File: src/rtl/reg_scoreboard_pkg.sv
// rtl/reg_scoreboard_pkg.sv - shared sizing constants and types for the register scoreboard
package reg_scoreboard_pkg;
    localparam int NUM_REGS = 8;
    localparam int REG_W    = $clog2(NUM_REGS);
    localparam int CNT_W    = 2;
    localparam logic [CNT_W-1:0] MAX_CNT = '1;

    typedef logic [REG_W-1:0] reg_idx_t;
endpackage

File: src/rtl/sb_entry.sv
// rtl/sb_entry.sv - one per-register in-flight write counter with busy and underflow flags
module sb_entry
    import reg_scoreboard_pkg::*;
(
    input  logic             clk,
    input  logic             rst,
    input  logic             i_inc,
    input  logic             i_dec,
    input  logic             i_clr,
    output logic [CNT_W-1:0] o_cnt,
    output logic             o_busy,
    output logic             o_underflow
);
    logic [CNT_W-1:0] r_cnt;
    logic             r_busy;
    logic [CNT_W-1:0] w_next;

    // Simultaneous inc and dec cancel, so neither boundary check applies then.
    always_comb begin
        w_next = r_cnt;
        if (i_clr) begin
            w_next = '0;
        end else if (i_inc && !i_dec && (r_cnt != MAX_CNT)) begin
            w_next = r_cnt + CNT_W'(1);
        end else if (i_dec && !i_inc && (r_cnt != '0)) begin
            w_next = r_cnt - CNT_W'(1);
        end
    end

    assign o_underflow = i_dec & ~i_inc & ~i_clr & (r_cnt == '0);

    always_ff @(posedge clk) begin
        if (rst) begin
            r_cnt  <= '0;
            r_busy <= 1'b0;
        end else begin
            r_cnt  <= w_next;
            r_busy <= (w_next != '0);
        end
    end

    assign o_cnt  = r_cnt;
    assign o_busy = r_busy;
endmodule

File: src/rtl/reg_scoreboard.sv
// rtl/reg_scoreboard.sv - RAW/saturation hazard scoreboard between decode and writeback
module reg_scoreboard
    import reg_scoreboard_pkg::*;
(
    input  logic                clk,
    input  logic                rst,
    input  logic                issue_valid,
    input  logic                issue_reg_write,
    input  logic [REG_W-1:0]    issue_rd,
    input  logic [REG_W-1:0]    issue_rs,
    input  logic                issue_rs_valid,
    input  logic [REG_W-1:0]    issue_rt,
    input  logic                issue_rt_valid,
    input  logic                wb_valid,
    input  logic                wb_reg_write,
    input  logic [REG_W-1:0]    wb_rd,
    input  logic                flush,
    output logic                stall,
    output logic [NUM_REGS-1:0] busy_mask,
    output logic                err
);
    logic [CNT_W-1:0]    w_cnt [NUM_REGS];
    logic [NUM_REGS-1:0] w_busy;
    logic [NUM_REGS-1:0] w_underflow;
    logic [NUM_REGS-1:0] w_inc_oh;
    logic [NUM_REGS-1:0] w_dec_oh;
    logic                w_stall;
    logic                w_inc;
    logic                w_dec;
    logic                r_err;

    // Hazards look only at registered counts; a retire frees the operand next cycle.
    assign w_stall = issue_valid & ~flush &
                     ((issue_rs_valid & (w_cnt[issue_rs] != '0)) |
                      (issue_rt_valid & (w_cnt[issue_rt] != '0)) |
                      (issue_reg_write & (w_cnt[issue_rd] == MAX_CNT)));

    assign w_inc = issue_valid & ~w_stall & issue_reg_write & ~flush;
    assign w_dec = wb_valid & wb_reg_write & ~flush;

    always_comb begin
        w_inc_oh = '0;
        w_dec_oh = '0;
        w_inc_oh[issue_rd] = w_inc;
        w_dec_oh[wb_rd]    = w_dec;
    end

    for (genvar g = 0; g < NUM_REGS; g++) begin : g_entry
        sb_entry u_entry (
            .clk         (clk),
            .rst         (rst),
            .i_inc       (w_inc_oh[g]),
            .i_dec       (w_dec_oh[g]),
            .i_clr       (flush),
            .o_cnt       (w_cnt[g]),
            .o_busy      (w_busy[g]),
            .o_underflow (w_underflow[g])
        );
    end

    always_ff @(posedge clk) begin
        if (rst) begin
            r_err <= 1'b0;
        end else begin
            r_err <= r_err | (|w_underflow);
        end
    end

    assign stall     = w_stall;
    assign busy_mask = w_busy;
    assign err       = r_err;
endmodule

File: config.mk
export PLATFORM = sky130hd
export DESIGN_NAME = reg_scoreboard
export DESIGN_NICKNAME = d
export VERILOG_FILES = /design/src/rtl/reg_scoreboard_pkg.sv /design/src/rtl/sb_entry.sv /design/src/rtl/reg_scoreboard.sv
export SDC_FILE = /design/constraint.sdc
export NUM_CORES = 1
export LEC_CHECK = 0
export BUFFER_PORTS_ARGS = -buffer_cell sky130_fd_sc_hd__buf_2
export CORE_MARGIN = 4
export CORE_UTILIZATION = 35
export DETAILED_ROUTE_END_ITERATION = 10
export PLACE_DENSITY_LB_ADDON = 0.15
export SLEW_MARGIN = 40
export SYNTH_ARGS = -nofsm -noshare
export SYNTH_HDL_FRONTEND = slang
export SYNTH_SLANG_ARGS = --single-unit
export TNS_END_PERCENT = 30
File: constraint.sdc
create_clock -name clk -period 3.3 [get_ports clk]
set_input_delay 0.33 -clock clk [delete_from_list [all_inputs] [get_ports clk]]
set_output_delay 0.33 -clock clk [all_outputs]
set_load 0.01 [all_outputs]
# == After elaboration in Yosys (flattened, before gate mapping) ==
# Index checks and enable logic that the tools add are counted.
# totals
register_bits,25
latch_bits,0
ram_bits,0
mem_bits_ro,0
n_memories,0
# op_classes
add_sub_neg,16
n_mul,0
div,0
magnitude_cmp,7
eq_ne,9
shift,0
n_mux,37
bitwise_logic,52
reduce_logical,77
# op_table
operator,count
2-bit two-way mux,30
2-bit nonzero test,18
1-bit bitwise AND,34
1-bit logical AND,34
2-bit binary-select mux with 3-bit select,3
2-bit by 1-bit adder with 2-bit output (second input constant),8
8-bit bitwise AND,2
1-bit logical NOT,16
2-bit logical NOT,8
2-bit != test (second input constant),8
2-bit by 1-bit subtractor with 2-bit output (second input constant),8
4-bit >= comparator (second input constant),3
3-bit NOT with 4-bit output,3
1-bit NOT,10
3-bit by 4-bit less-than comparator with 1-bit output (second input constant),2
8-bit OR reduction,1
1-bit demux with 3-bit select,2
3-bit by 1-bit >= comparator with 1-bit output (second input constant),2
1-bit bitwise OR,3
2-bit equality test (second input constant),1
1-bit two-way mux,2

# == Longest topological paths before layout ==
# logic_depth
ltp_word,21
ltp_mapped,9
ltp_nobuf,7

# == By module ==
# Synthesis repeated with hierarchy kept, for this count alone.
# unflattened
cells_unflattened,266
hier_area_um2,2240.9
# by_module_without_submodules
module,instances,cells_per_inst,area_per_inst_um2,seq_area_each_um2
sb_entry,8,21,198.9,60.1
reg_scoreboard,1,98,649.4,20.0

# == Worst setup path after synthesis ==
# Ideal clock, no wire load.
# synth_timing
kind,input to register
start,input issue_rd[0]
end,register g_entry[3].u_entry.r_busy
t_arrival_ns,2.589
required_ns,3.166
setup_slack_ns,0.577
cell_stages,9
path_cell_list,clkbuf_1 -> mux2_2 -> a2bb2oi_1 -> a311oi_2 -> or3_1 -> buf_2 -> or4b_2 -> o21ai_0 -> a211oi_1
# synth_via
elab_chain_cells,20
# synth_rtl
item,line_no,text
from (decl),reg_scoreboard.sv:9,"input logic [REG_W-1:0] issue_rd,"
3-bit NOT with 4-bit output (implied by the code),reg_scoreboard.sv:36,(issue_reg_write & (w_cnt[issue_rd] == MAX_CNT)));
2-bit binary-select mux with 3-bit select,reg_scoreboard.sv:36,
2-bit two-way mux (implied by the code) (2 in a row),reg_scoreboard.sv:36,
2-bit equality test,reg_scoreboard.sv:36,
1-bit bitwise AND,reg_scoreboard.sv:36,
1-bit bitwise OR,reg_scoreboard.sv:35,(issue_rt_valid & (w_cnt[issue_rt] != '0)) |
1-bit bitwise AND,reg_scoreboard.sv:33,assign w_stall = issue_valid & ~flush &
1-bit NOT,reg_scoreboard.sv:38,assign w_inc = issue_valid & ~w_stall & issue_reg_write & ~flush;
1-bit bitwise AND (3 in a row),reg_scoreboard.sv:38,
8-bit bitwise AND (no source line) *,-,
1-bit logical NOT,sb_entry.sv:25,end else if (i_dec && !i_inc && (r_cnt != '0)) begin
1-bit logical AND (2 in a row),sb_entry.sv:25,
2-bit two-way mux,sb_entry.sv:25,
2-bit two-way mux *,sb_entry.sv:23,end else if (i_inc && !i_dec && (r_cnt != MAX_CNT)) begin
2-bit two-way mux *,sb_entry.sv:21,if (i_clr) begin
2-bit nonzero test *,sb_entry.sv:38,r_busy <= (w_next != '0);
to (signal assigned),sb_entry.sv:38,
to (decl),sb_entry.sv:15,logic r_busy;
# Every way passes the cells marked *; elsewhere a longest branch is shown, timed or not. The select of a mux whose other input is x is not followed.
# A chain may end at the register's enable or synchronous reset.

# == Final worst setup path ==
# layout_timing
start,register g_entry[3].u_entry.r_cnt[0]
end,register g_entry[6].u_entry.r_busy
# layout_via
elab_chain_cells,20
# layout_rtl
item,line_no,text
from (decl),sb_entry.sv:14,logic [CNT_W-1:0] r_cnt;
from (signal assigned),sb_entry.sv:37,r_cnt <= w_next;
"2-bit binary-select mux with 3-bit select, on equally long branches","reg_scoreboard.sv:34, reg_scoreboard.sv:35",
"2-bit two-way mux, on equally long branches (2 in a row)","reg_scoreboard.sv:34, reg_scoreboard.sv:35",
"2-bit nonzero test, on equally long branches","reg_scoreboard.sv:34, reg_scoreboard.sv:35",
"1-bit bitwise AND, on equally long branches","reg_scoreboard.sv:34, reg_scoreboard.sv:35",
1-bit bitwise OR,reg_scoreboard.sv:34,((issue_rs_valid & (w_cnt[issue_rs] != '0)) |
1-bit bitwise OR *,reg_scoreboard.sv:35,
1-bit bitwise AND *,reg_scoreboard.sv:33,
1-bit NOT *,reg_scoreboard.sv:38,
1-bit bitwise AND * (3 in a row),reg_scoreboard.sv:38,
8-bit bitwise AND (no source line) *,-,
1-bit logical NOT,sb_entry.sv:25,
1-bit logical AND (2 in a row),sb_entry.sv:25,
2-bit two-way mux,sb_entry.sv:25,
2-bit two-way mux *,sb_entry.sv:23,
2-bit two-way mux *,sb_entry.sv:21,
2-bit nonzero test *,sb_entry.sv:38,
to (signal assigned),sb_entry.sv:38,
to (decl),sb_entry.sv:15,
# Marked as above.

==> run_results.csv <==
group,metric,value,unit
routing,drtAntennaViolNets,0,
synthesis,synth_fp_nets,321,
timing,period_minus_slack,2.821,ns
timing,finalSetupViolCount,0,
status,status,"finished, final reports clean",
cts,cts_made_buffers,3,
global_routing,antenna_found_initial,0,
synthesis,synth_area_leaders,"dfxtp_1 22%, ha_1 8.8%, mux2i_1 5.3%",
worst_setup_path,r2r-start,"g_entry[3].u_entry.o_cnt[0]",
routing,drt-pass1-iter-count,4,
power,powerDensity,234.0,nW/µm²
worst_setup_path,cpPeakStageDelay,0.52,ns
routing,drt_wl_total,6105,µm
floorplanning,die_area,7877,µm²
global_routing,grt_pass1_vias,2052,
hold_path,min_path_type,"input pin to register",
floorplanning,core_area,6350,µm²
worst_setup_path,path_class,"register to register",
worst_setup_path,crit_end,"g_entry[6].u_entry.o_busy",
cts,ctsHoldBuffers,0,
cts,clock_latency,0.28,ns
synthesis,synth_ff_type,"dfxtp_1",
synthesis,ys_types,55,
placement,place.gp.congestion,0.8492,
timing,maxSlewHeadroom,59.83,%
global_routing,grt_max_degree,25,
layout,multiInputGateArea,1600,µm²
power,p_seq_share,51.7,%
worst_setup_path,worst-r2r-setup-slack,0.48,ns
floorplanning,die_h,88.75,µm
flow_run,cap_viol_max_count,0,
worst_setup_path,setup.worst_path.start,"g_entry[3].u_entry.o_cnt[0]",
timing,rsz0062_at_grt,"false",
worst_setup_path,crit_family,"simple AND/OR/NAND/NOR gates",
worst_setup_path,worst-path-buf-inv,1,
routing,drc,0,
layout,n_fill_cell,670,
power,p_total,0.5892,mW
worst_setup_path,reg2reg_to,"g_entry[6].u_entry.o_busy",
global_routing,grt_pass1_wl,10030,µm
cts,htreeDepth,1,
timing,worst_pin_slew,0.5981,ns
cts,path_clk_slew,0.10,ns
layout,finalInstanceArea,2517,µm²
routing,vias,2215,
floorplanning,start_util,35.94,%
layout,num-nets-final,344,
timing,skew,0.004473,ns
synthesis,ys_seq_area_share,21.93,%
layout,area_growth,10.31,%
floorplanning,die_x,88.75,µm
placement,port_buffers,30,
synthesis,synth_top_area_cell,"dfxtp_1",
synthesis,synth_seq_cells,25,
worst_setup_path,reg2regPathDepth,8,
worst_setup_path,crit_fanout,8,
floorplanning,num_io_pins,31,
timing,fin_setup_tns,0,ns
worst_setup_path,startpoint_type,"register",
hold_path,hp-start,"rst",
timing,drv_slew,0,
cts,cts.sinks,25,
worst_setup_path,path_depth,8,
synthesis,yosysMostFrequentCell,"dfxtp_1",
global_routing,overflow,0,
worst_setup_path,path_cells,"mux4_1 -> mux2i_1 -> a311oi_2 -> or3_1 -> buf_4 -> nor3_1 -> o22ai_1 -> a221oi_1",
power,internal-power,0.4244,mW
synthesis,synth_area,2282,µm²
timing,hold_viol,0,
routing,wire_per_inst,15.94,µm
power,sw_frac_of_total,27.96,%
synthesis,synth_top_area_share,21.93,%
synthesis,syn-mean-instance-area,8.036,µm²
layout,regArea,500.5,µm²
power,power.static_leakage,0.8687,nW
worst_setup_path,critPathArrivalTime,3.01,ns
timing,max_freq,354.5,MHz
cts,post-cts-setup-buffers,0,
layout,diodes,0,
cts,cts_tree,"done",
power,clockPowerShare,33.1,%
hold_path,whs_path_depth,2,
global_routing,grt_use_total,16.18,%
worst_setup_path,cpMaxStageDelayCell,"mux4_1",
power,p_sw,0.1647,mW
placement,placed_area,2471,µm²
power,combPwrFrac,15.2,%
placement,place_hpwl,4706,µm
synthesis,yosys_warnings,0,
worst_setup_path,cp.required,3.49,ns
cts,cts_root_buf,"clkbuf_8",
synthesis,synth_edf_count,0,
worst_setup_path,cp-end-kind,"register",
layout,final_layout_size_suffix_gt1_share,16.99,%
synthesis,synthCells,284,
timing,period_share,85.47,%
power,vdd_drop_max,0.0001389,V
cts,cts_resized,0,
synthesis,async_flop_share,0,%
routing,drt_iter0_markers,133,
layout,final_core_util,39.65,%
routing,vias_per_cell,5.783,
floorplanning,num_rows,29,
synthesis,synthTopCellsByCount,"25 x dfxtp_1, 23 x nor2_1, 21 x inv_1, 16 x ha_1, 14 x a21oi_1",
cts,clockBufferDepth,2,
## per-stage QoR
stage | hold WS, ns | instances | setup WS [ns]
detailed placement | 0.5259 | 379 | 0.3303
global placement | 0.5176 | 379 | 0.3488
CTS | 0.2199 | 383 | 0.4962
global route | 0.2083 | 383 | 0.2439
floorplan | 0.4024 | 284 | 0.5775
finish | 0.2289 | 383 | 0.4795
## worst register-to-register path, stage by stage, from the launching register on
cell and delay, ns:
dfxtp_1 0.40, mux4_1 0.52, mux2i_1 0.20, a311oi_2 0.11, or3_1 0.42, buf_4 0.19
nor3_1 0.43, o22ai_1 0.17, a221oi_1 0.28
## power groups by stage
stage	registers, mW	clock network [mW]	logic [mW]
after floorplan	0.312	0	0.0538
after global placement	0.312	0	0.0887
after detailed placement	0.312	0	0.0894
after CTS	0.305	0.209	0.0899
after global routing	0.305	0.224	0.0989
final	0.305	0.195	0.0897
## worst min-delay path by stage
stage,slack [ns],end
after floorplan,0.40,err
after global placement,0.52,err
after detailed placement,0.53,err
after CTS,0.22,err
after global routing,0.21,err
final,0.23,err
## layout by cell type (no fill, tap or decap), types with 3 or more instances in the layout
| cell type | n |
|---|---|
| o21bai_1 | 3 |
| and2_1 | 4 |
| nand3b_1 | 4 |
| nand2b_1 | 3 |
| and3b_1 | 3 |
| or3_1 | 4 |
| nor3b_1 | 12 |
| a211o_1 | 3 |
| ha_1 | 16 |
| buf_2 | 30 |
| nor3_1 | 12 |
| buf_4 | 6 |
| a21oi_1 | 14 |
| or4_1 | 3 |
| or2_2 | 4 |
| dfxtp_1 | 25 |
| a31oi_1 | 6 |
| o211ai_1 | 6 |
| nor4_1 | 8 |
| a221oi_1 | 6 |
| inv_1 | 21 |
| nor2_1 | 23 |
| nand4b_1 | 3 |
| nor4b_1 | 4 |
| clkbuf_8 | 3 |
| nand3_1 | 11 |
| mux2i_1 | 12 |
| nand2_1 | 9 |
| o21ai_0 | 8 |
| nor2b_1 | 3 |
| a211oi_1 | 4 |
## routing by layer
metal	vias to the layer above	global-route usage, %	wire [µm]	share of wire, %
met3	6	2.235	237	3.9
met4	0	4.808	72	1.2
li1	1120	-	-	-
met5	-	0	0	0
met1	1045	22.75	3040	50
met2	44	25.57	2753	45
## flip-flops by register name, indices dropped and copies added (netlist names)
name and cells:
g_entry.u_entry.o_cnt 16, err 1, g_entry.u_entry.o_busy 8
## cell families (layout without fill, tap and decap cells)
logic type / after synthesis / in the layout / synth area share, %
compound gates: 70 / 70 / 21.99
xor+xnor: 2 / 2 / 0.7677
fa+ha+maj: 16 / 16 / 8.772
buf+inv: 39 / 61 / 7.950
flops: 25 / 25 / 21.93
mux: 16 / 16 / 8.388
simple gates: 116 / 116 / 30.21
## cell type report
type                    instances  share of cell area [%]
clock inverters                 1                  0.1988
repair buffers                 36                   7.753
well taps                      77                   3.827
clock buffers                   3                   1.640
flip-flops and latches         25                   19.88
multi-input cells             220                   63.57
inverters                      21                   3.131
Note: power is estimated with default switching activity, not from simulation.
